`src/rtl/apxmul_pipe.sv`:
```
// Three-stage valid/ready pipelined multiplier with a per-beat exact or approximate (OR-compressed low rows) mode.
// Define APXMUL_ERRSTAT_EN to add the approximation error statistics ports (stat_clr, err_cnt, err_sum, err_max).
module apxmul_pipe #(
  parameter int W    = 8,
  parameter int L    = 6,
  parameter int T    = W,
  parameter int TAGW = 4
) (
  input  logic            clk,
  input  logic            rst,
  input  logic            in_valid,
  output logic            in_ready,
  input  logic [W-1:0]    in_x,
  input  logic [W-1:0]    in_y,
  input  logic            in_exact,
  input  logic [TAGW-1:0] in_tag,
  output logic            out_valid,
  input  logic            out_ready,
  output logic [2*W-1:0]  out_z,
  output logic [TAGW-1:0] out_tag,
  output logic            out_exact
`ifdef APXMUL_ERRSTAT_EN
  ,
  input  logic            stat_clr,
  output logic [15:0]     err_cnt,
  output logic [31:0]     err_sum,
  output logic [2*W-1:0]  err_max
`endif
);
  localparam int ZW = 2 * W;
  localparam int NP = L / 2;
  localparam logic [ZW-1:0] TMASK = {ZW{1'b1}} << T;

  logic s1_ready, s2_ready, s3_ready;
  logic s1_v_q, s1_v_d, s2_v_q, s2_v_d, s3_v_q, s3_v_d;
  logic [W-1:0] s1_x_q, s1_x_d, s1_y_q, s1_y_d;
  logic s1_exact_q, s1_exact_d, s2_exact_q, s2_exact_d, s3_exact_q, s3_exact_d;
  logic [TAGW-1:0] s1_tag_q, s1_tag_d, s2_tag_q, s2_tag_d, s3_tag_q, s3_tag_d;
  logic [ZW-1:0] s2_hi_q, s2_hi_d, s2_lo_q, s2_lo_d, s3_z_q, s3_z_d;
  logic [ZW-1:0] y_ext, x_hi_ext, x_lo_ext;
  logic [NP:0][ZW-1:0] acc;

  assign y_ext    = {{W{1'b0}}, s1_y_q};
  assign x_hi_ext = {{(W+L){1'b0}}, s1_x_q[W-1:L]};
  assign x_lo_ext = {{(ZW-L){1'b0}}, s1_x_q[L-1:0]};

  // Each row pair collapses to one OR-ed row; only columns at or above T survive.
  assign acc[0] = '0;
  for (genvar k = 0; k < NP; k++) begin : g_pair
    logic [ZW-1:0] pair_or;
    assign pair_or = (({ZW{s1_x_q[2*k]}} & (y_ext << (2*k))) |
                      ({ZW{s1_x_q[2*k+1]}} & (y_ext << (2*k+1)))) & TMASK;
    assign acc[k+1] = acc[k] + pair_or;
  end

  always_comb begin
    s3_ready = !s3_v_q || out_ready;
    s2_ready = !s2_v_q || s3_ready;
    s1_ready = !s1_v_q || s2_ready;

    s1_v_d     = s1_ready ? in_valid : s1_v_q;
    s1_x_d     = s1_x_q;
    s1_y_d     = s1_y_q;
    s1_exact_d = s1_exact_q;
    s1_tag_d   = s1_tag_q;
    if (s1_ready && in_valid) begin
      s1_x_d     = in_x;
      s1_y_d     = in_y;
      s1_exact_d = in_exact;
      s1_tag_d   = in_tag;
    end

    s2_v_d     = s2_ready ? s1_v_q : s2_v_q;
    s2_hi_d    = s2_hi_q;
    s2_lo_d    = s2_lo_q;
    s2_exact_d = s2_exact_q;
    s2_tag_d   = s2_tag_q;
    if (s2_ready && s1_v_q) begin
      s2_hi_d    = (x_hi_ext * y_ext) << L;
      s2_lo_d    = s1_exact_q ? (x_lo_ext * y_ext) : acc[NP];
      s2_exact_d = s1_exact_q;
      s2_tag_d   = s1_tag_q;
    end

    s3_v_d     = s3_ready ? s2_v_q : s3_v_q;
    s3_z_d     = s3_z_q;
    s3_exact_d = s3_exact_q;
    s3_tag_d   = s3_tag_q;
    if (s3_ready && s2_v_q) begin
      s3_z_d     = s2_hi_q + s2_lo_q;
      s3_exact_d = s2_exact_q;
      s3_tag_d   = s2_tag_q;
    end
  end

  always_ff @(posedge clk) begin
    if (rst) begin
      s1_v_q <= 1'b0; s1_x_q <= '0; s1_y_q <= '0; s1_exact_q <= 1'b0; s1_tag_q <= '0;
      s2_v_q <= 1'b0; s2_hi_q <= '0; s2_lo_q <= '0; s2_exact_q <= 1'b0; s2_tag_q <= '0;
      s3_v_q <= 1'b0; s3_z_q <= '0; s3_exact_q <= 1'b0; s3_tag_q <= '0;
    end else begin
      s1_v_q <= s1_v_d; s1_x_q <= s1_x_d; s1_y_q <= s1_y_d; s1_exact_q <= s1_exact_d; s1_tag_q <= s1_tag_d;
      s2_v_q <= s2_v_d; s2_hi_q <= s2_hi_d; s2_lo_q <= s2_lo_d; s2_exact_q <= s2_exact_d; s2_tag_q <= s2_tag_d;
      s3_v_q <= s3_v_d; s3_z_q <= s3_z_d; s3_exact_q <= s3_exact_d; s3_tag_q <= s3_tag_d;
    end
  end

  // Reset forces ready high even though the stage flags only clear at the edge.
  assign in_ready  = s1_ready || rst;
  assign out_valid = s3_v_q;
  assign out_z     = s3_z_q;
  assign out_tag   = s3_tag_q;
  assign out_exact = s3_exact_q;

`ifdef APXMUL_ERRSTAT_EN
  logic [ZW-1:0] s2_prod_q, s2_prod_d, s3_prod_q, s3_prod_d, err_abs;
  logic [15:0] err_cnt_q, err_cnt_d;
  logic [31:0] err_sum_q, err_sum_d;
  logic [ZW-1:0] err_max_q, err_max_d;
  logic [32:0] sum_ext;

  // The exact product travels alongside the beat so the error is known at the output.
  always_comb begin
    s2_prod_d = s2_prod_q;
    if (s2_ready && s1_v_q) s2_prod_d = {{W{1'b0}}, s1_x_q} * y_ext;
    s3_prod_d = s3_prod_q;
    if (s3_ready && s2_v_q) s3_prod_d = s2_prod_q;

    err_abs = (s3_prod_q >= s3_z_q) ? (s3_prod_q - s3_z_q) : (s3_z_q - s3_prod_q);
    sum_ext = {1'b0, err_sum_q} + {{(33-ZW){1'b0}}, err_abs};

    err_cnt_d = err_cnt_q;
    err_sum_d = err_sum_q;
    err_max_d = err_max_q;
    if (stat_clr) begin
      err_cnt_d = '0;
      err_sum_d = '0;
      err_max_d = '0;
    end else if (s3_v_q && out_ready && !s3_exact_q) begin
      err_cnt_d = (err_cnt_q == 16'hFFFF) ? err_cnt_q : err_cnt_q + 16'd1;
      err_sum_d = sum_ext[32] ? 32'hFFFF_FFFF : sum_ext[31:0];
      err_max_d = (err_abs > err_max_q) ? err_abs : err_max_q;
    end
  end

  always_ff @(posedge clk) begin
    if (rst) begin
      s2_prod_q <= '0; s3_prod_q <= '0;
      err_cnt_q <= '0; err_sum_q <= '0; err_max_q <= '0;
    end else begin
      s2_prod_q <= s2_prod_d; s3_prod_q <= s3_prod_d;
      err_cnt_q <= err_cnt_d; err_sum_q <= err_sum_d; err_max_q <= err_max_d;
    end
  end

  assign err_cnt = err_cnt_q;
  assign err_sum = err_sum_q;
  assign err_max = err_max_q;
`endif
endmodule

```
`config.mk`:
```
export PLATFORM = sky130hd
export DESIGN_NAME = apxmul_pipe
export DESIGN_NICKNAME = d
export VERILOG_FILES = /design/src/rtl/apxmul_pipe.sv
export SDC_FILE = /design/constraint.sdc
export NUM_CORES = 1
export LEC_CHECK = 0
export CAP_MARGIN = 10
export CORE_MARGIN = 2
export CORE_UTILIZATION = 40
export CTS_CLUSTER_DIAMETER = 60
export DETAILED_ROUTE_END_ITERATION = 8
export PLACE_DENSITY_LB_ADDON = 0.3
export SLEW_MARGIN = 20
export SYNTH_ARGS = -nofsm -noshare
export SYNTH_HDL_FRONTEND = slang
export SYNTH_SLANG_ARGS = --single-unit
```
`constraint.sdc`:
```
create_clock -name clk -period 7.7 [get_ports clk]
set_input_delay 2.31 -clock clk [delete_from_list [all_inputs] [get_ports clk]]
set_output_delay 2.31 -clock clk [all_outputs]
set_load 0.02 [all_outputs]
```
Word-level counts from Yosys, hierarchy flattened --
Cells that the tools add are included.
Operators by class: add/sub/neg operators 3, multiply operators 2, muxes and demuxes 1, bitwise operators 9, reduce and logical (&&, ||, !) cells 10
Operator list (count):
- 16-bit adder | 3
- 16-bit OR | 3
- 16-bit by 10-bit AND with 16-bit output | 1
- 16-bit by 11-bit AND with 16-bit output | 1
- 16-bit by 12-bit AND with 16-bit output | 1
- 16-bit by 13-bit AND with 16-bit output | 1
- 16-bit by 8-bit AND with 16-bit output | 1
- 16-bit by 9-bit AND with 16-bit output | 1
- 16-bit 2-to-1 mux | 1
- 6-bit by 8-bit multiplier with 14-bit output | 1
- 2-bit by 8-bit multiplier with 10-bit output | 1
- 1-bit logical OR | 4
- 1-bit logical AND | 3
- 1-bit logical NOT | 3
Word-level totals: register bits after elaboration 76, logic and storage cells 39

Longest topological paths before layout --
word-level depth 5, depth in mapped cells 15

Least setup slack after synthesis --
OpenSTA, ideal clock, no wires.
path type input port to output port, start in out_ready, end out in_ready, arrival 2787 ps, data required time 5390 ps, path slack 2603 ps, cell stages on the path 3, buffers on the path 1, path through nor2b_1 -> buf_2 -> nand4_1
On the way: word-level cells in the longest chain between the ends 4
Ends and longest elaborated chain:
- start, declared | RTL line 18 | input logic out_ready,
- 1-bit logical OR | RTL line 57 | s3_ready = !s3_v_q || out_ready;
- 1-bit logical OR | RTL line 58 | s2_ready = !s2_v_q || s3_ready;
- 1-bit logical OR | RTL line 59 | s1_ready = !s1_v_q || s2_ready;
- 1-bit logical OR | RTL line 109 | assign in_ready = s1_ready || rst;
- end, declared | RTL line 12 | output logic in_ready,
Every way passes these cells.

Final worst setup path --
Same ends and word-level chain as after synthesis.

==> flow_metrics.tcl <==
set metrics [dict create \
    ys.flop_type "dfxtp_1" \
    grt_overflow_total 0 \
    avgViaCountPerCell 5.05 \
    gr-usage-all-layers_pct 17.6 \
    synthArstFlopShare_pct 0 \
    final.setup.tns_ns 0 \
    grt_first_pass_wirelength_um 19800 \
    worstHoldPathType "reg2reg" \
    cts_tree "yes" \
    post_cts_buffers 0 \
    wl_per_cell_um 14.2 \
    avgSynthCellArea_um2 7.96 \
    layout-drive-gt1-share_pct 3.52 \
    drc 0 \
    place_inst 838 \
    crit_path_end_kind "output port" \
    maxSlewHeadroom_pct 29.1 \
    routed_wl_um 12100 \
    num_rows 41 \
    cts_sinks 74 \
    core_area_mm2 0.0126 \
    fmax_ghz 0.164 \
    cts_resized 0 \
    postSynthCellCount 647 \
    worstPathArrival_ns 3.77 \
    cts_buffer_depth 2 \
    synth_fp_nets 747 \
    power_mw 0.919 \
    holdBufCountCts 0 \
    mostFrequentLayoutCells "nand2_1 (132), a21oi_1 (77), dfxtp_1 (74)" \
    syn_area_mm2 0.00515 \
    clk_latency_ns 0.33 \
    path_max_fanout 8 \
    nNetsFinal 777 \
    status "finished clean" \
    clockRootBuffer "clkbuf_16" \
    final_common_cell "nand2_1" \
    synth.yosys.seq_area_share_pct 28.8 \
    start_util_pct 40.8 \
    cp_slowest_cell "clkdlybuf4s50_1" \
    cts_inserted_buffers 9 \
    hpwlAfterDp_um 9120 \
    yosysWarnings 0 \
    worstMarginPinSlew_ns 1.06 \
    syn_to_final_growth_pct 16.5 \
    yosys_register_bits 74 \
    final-hold-violation-count 0 \
    crit_path_cell_trace "clkdlybuf4s50_1 -> nor2b_1 -> nand4_1 -> clkdlybuf4s50_1" \
    die_w_um 117 \
    fillerInstances 1283 \
    critPathMaxStageDelay_ns 0.56 \
    path_buf_inv 2 \
    num_antenna_cells 0 \
    cpMostUsedCell "clkdlybuf4s50_1" \
    port_buffers 47 \
    p_leak_nw 2.66 \
    path_clk_slew_ns 0.05 \
    power_density_mw_per_mm2 153 \
    setup_violations 0 \
    dr.pass1.iters 5 \
    first_global_vias 4068 \
    synth_edf_count 0 \
    pin_count 48 \
    grt_max_degree 75 \
    required_ns 5.39 \
    die-area_mm2 0.0138 \
    peakVddDrop_v 0.000108 \
    final_cells 853 \
    place_congestion 0.836 \
    report.final.slew_viol_count 0 \
    drt_iter0_markers 212 \
    antenna_left 0 \
    antenna_found_initial 0 \
    vias 4306 \
    cap_violations 0 \
    rsz0062_at_grt "false" \
    fin_skew_ns 0.00246 \
    crit_family "buffers and inverters" \
    fin_crit_ns 6.08 \
    die_y_um 117 \
    final.period_utilization_pct 79.0 \
    htreeDepth 3 \
    start_kind "input port" \
    worstSetupPathType "in2out" \
    synth_cell_types 47 \
]
## worst paths after layout
kind / start / end / slack [ns] / cells after the start
max: out_ready / in_ready / 1.62 / 4
min: out_z[3] / out_z[3] / 0.45 / 2
max reg2reg: s1_x_q[5] / s2_lo_q[11] / 3.72 / 12
min reg2reg: out_z[3] / out_z[3] / 0.45 / 2
## flip-flops by register name, summed over array words and instances (netlist names), 4 cells and up
| signal | count |
|---|---|
| out_tag | 4 |
| out_z | 16 |
| s1_tag_q | 4 |
| s1_x_q | 8 |
| s1_y_q | 8 |
| s2_hi_q | 10 |
| s2_lo_q | 14 |
| s2_tag_q | 4 |
## cells by family (layout without fill, tap and decap cells)
| group | after synthesis | in the layout | synth area share, % |
|---|---|---|---|
| AO/OA/AOI/OAI | 136 | 136 | 15.8 |
| buffers and inverters | 89 | 123 | 7.04 |
| flip-flops | 74 | 74 | 28.8 |
| AND/OR/NAND/NOR | 256 | 256 | 22.9 |
| multiplexers | 4 | 4 | 0.777 |
| XOR/XNOR | 13 | 13 | 2.21 |
| adder cells (fa/ha/maj) | 75 | 75 | 22.4 |
## power by group
group	leakage (nW)	internal, mW	switching, mW	total [mW]
Combinational	1.91	0.0404	0.0548	0.0952
Clock	0.148	0.257	0.156	0.412
Sequential	0.602	0.394	0.0175	0.412
Total	2.66	0.691	0.228	0.919
## stage by stage
stage               utilization [%]  hold slack [ns]  worst slack [ns]  instance area [µm²]
global route                   47.6            0.466              1.55                 6000
CTS                            47.6            0.455              1.62                 6000
detailed placement             45.2            0.447              1.62                 5710
floorplan                         -            0.432              2.60                 5150
finish                         47.6            0.452              1.62                 6000
global placement               45.2            0.443              1.64                 5710
## routing by layer
metal	share of wire [%]	vias up	global-route usage (%)
li1	-	2188	-
met1	48	2000	23.3
met2	47	107	29.6
met3	4.3	11	3.83
met4	0.91	0	3.77
met5	0	-	0
## final cells by class
type	instances	area [µm²]	share of cell area, %
clock inverter	5	53.8	0.896
multi-input combinational	484	3310	55.1
clock buffer	10	239	3.98
sequential	74	1480	24.7
timing repair buffer	50	488	8.13
tap	172	215	3.59
inverter	58	218	3.63
## synthesized netlist by cell type, types with 3 or more instances
| cell type | n | area [µm²] |
|---|---|---|
| a211oi_1 | 7 | 52.6 |
| a21o_1 | 5 | 37.5 |
| a21oi_1 | 77 | 385 |
| a31oi_1 | 4 | 25.0 |
| and2_1 | 45 | 282 |
| and3_1 | 4 | 25.0 |
| buf_1 | 4 | 15.0 |
| buf_2 | 14 | 70.1 |
| clkbuf_1 | 11 | 41.3 |
| dfxtp_1 | 74 | 1480 |
| fa_1 | 29 | 581 |
| ha_1 | 46 | 576 |
| inv_1 | 58 | 218 |
| mux2i_1 | 4 | 40.0 |
| nand2_1 | 132 | 495 |
| nand2b_1 | 9 | 56.3 |
| nand3_1 | 14 | 70.1 |
| nand4_1 | 3 | 18.8 |
| nor2_1 | 27 | 101 |
| nor2b_1 | 6 | 37.5 |
| nor3_1 | 10 | 50.1 |
| o211ai_1 | 3 | 22.5 |
| o21ai_0 | 17 | 85.1 |
| o21ai_1 | 3 | 15.0 |
| o21bai_1 | 3 | 22.5 |
| xnor2_1 | 10 | 87.6 |
| xor2_1 | 3 | 26.3 |
## worst register-to-register path, stage by stage (launching register included)
cell and delay [ns]:
dfxtp_1 0.52, nand2_1 0.13, fa_1 0.52, fa_1 0.52
fa_1 0.54, inv_1 0.04, ha_1 0.36, a211oi_2 0.35
nor2_1 0.15, nor3_1 0.14, o21ai_0 0.11, nor3b_1 0.38
o41ai_2 0.09
No activity file was read; power rests on OpenSTA's default activity.
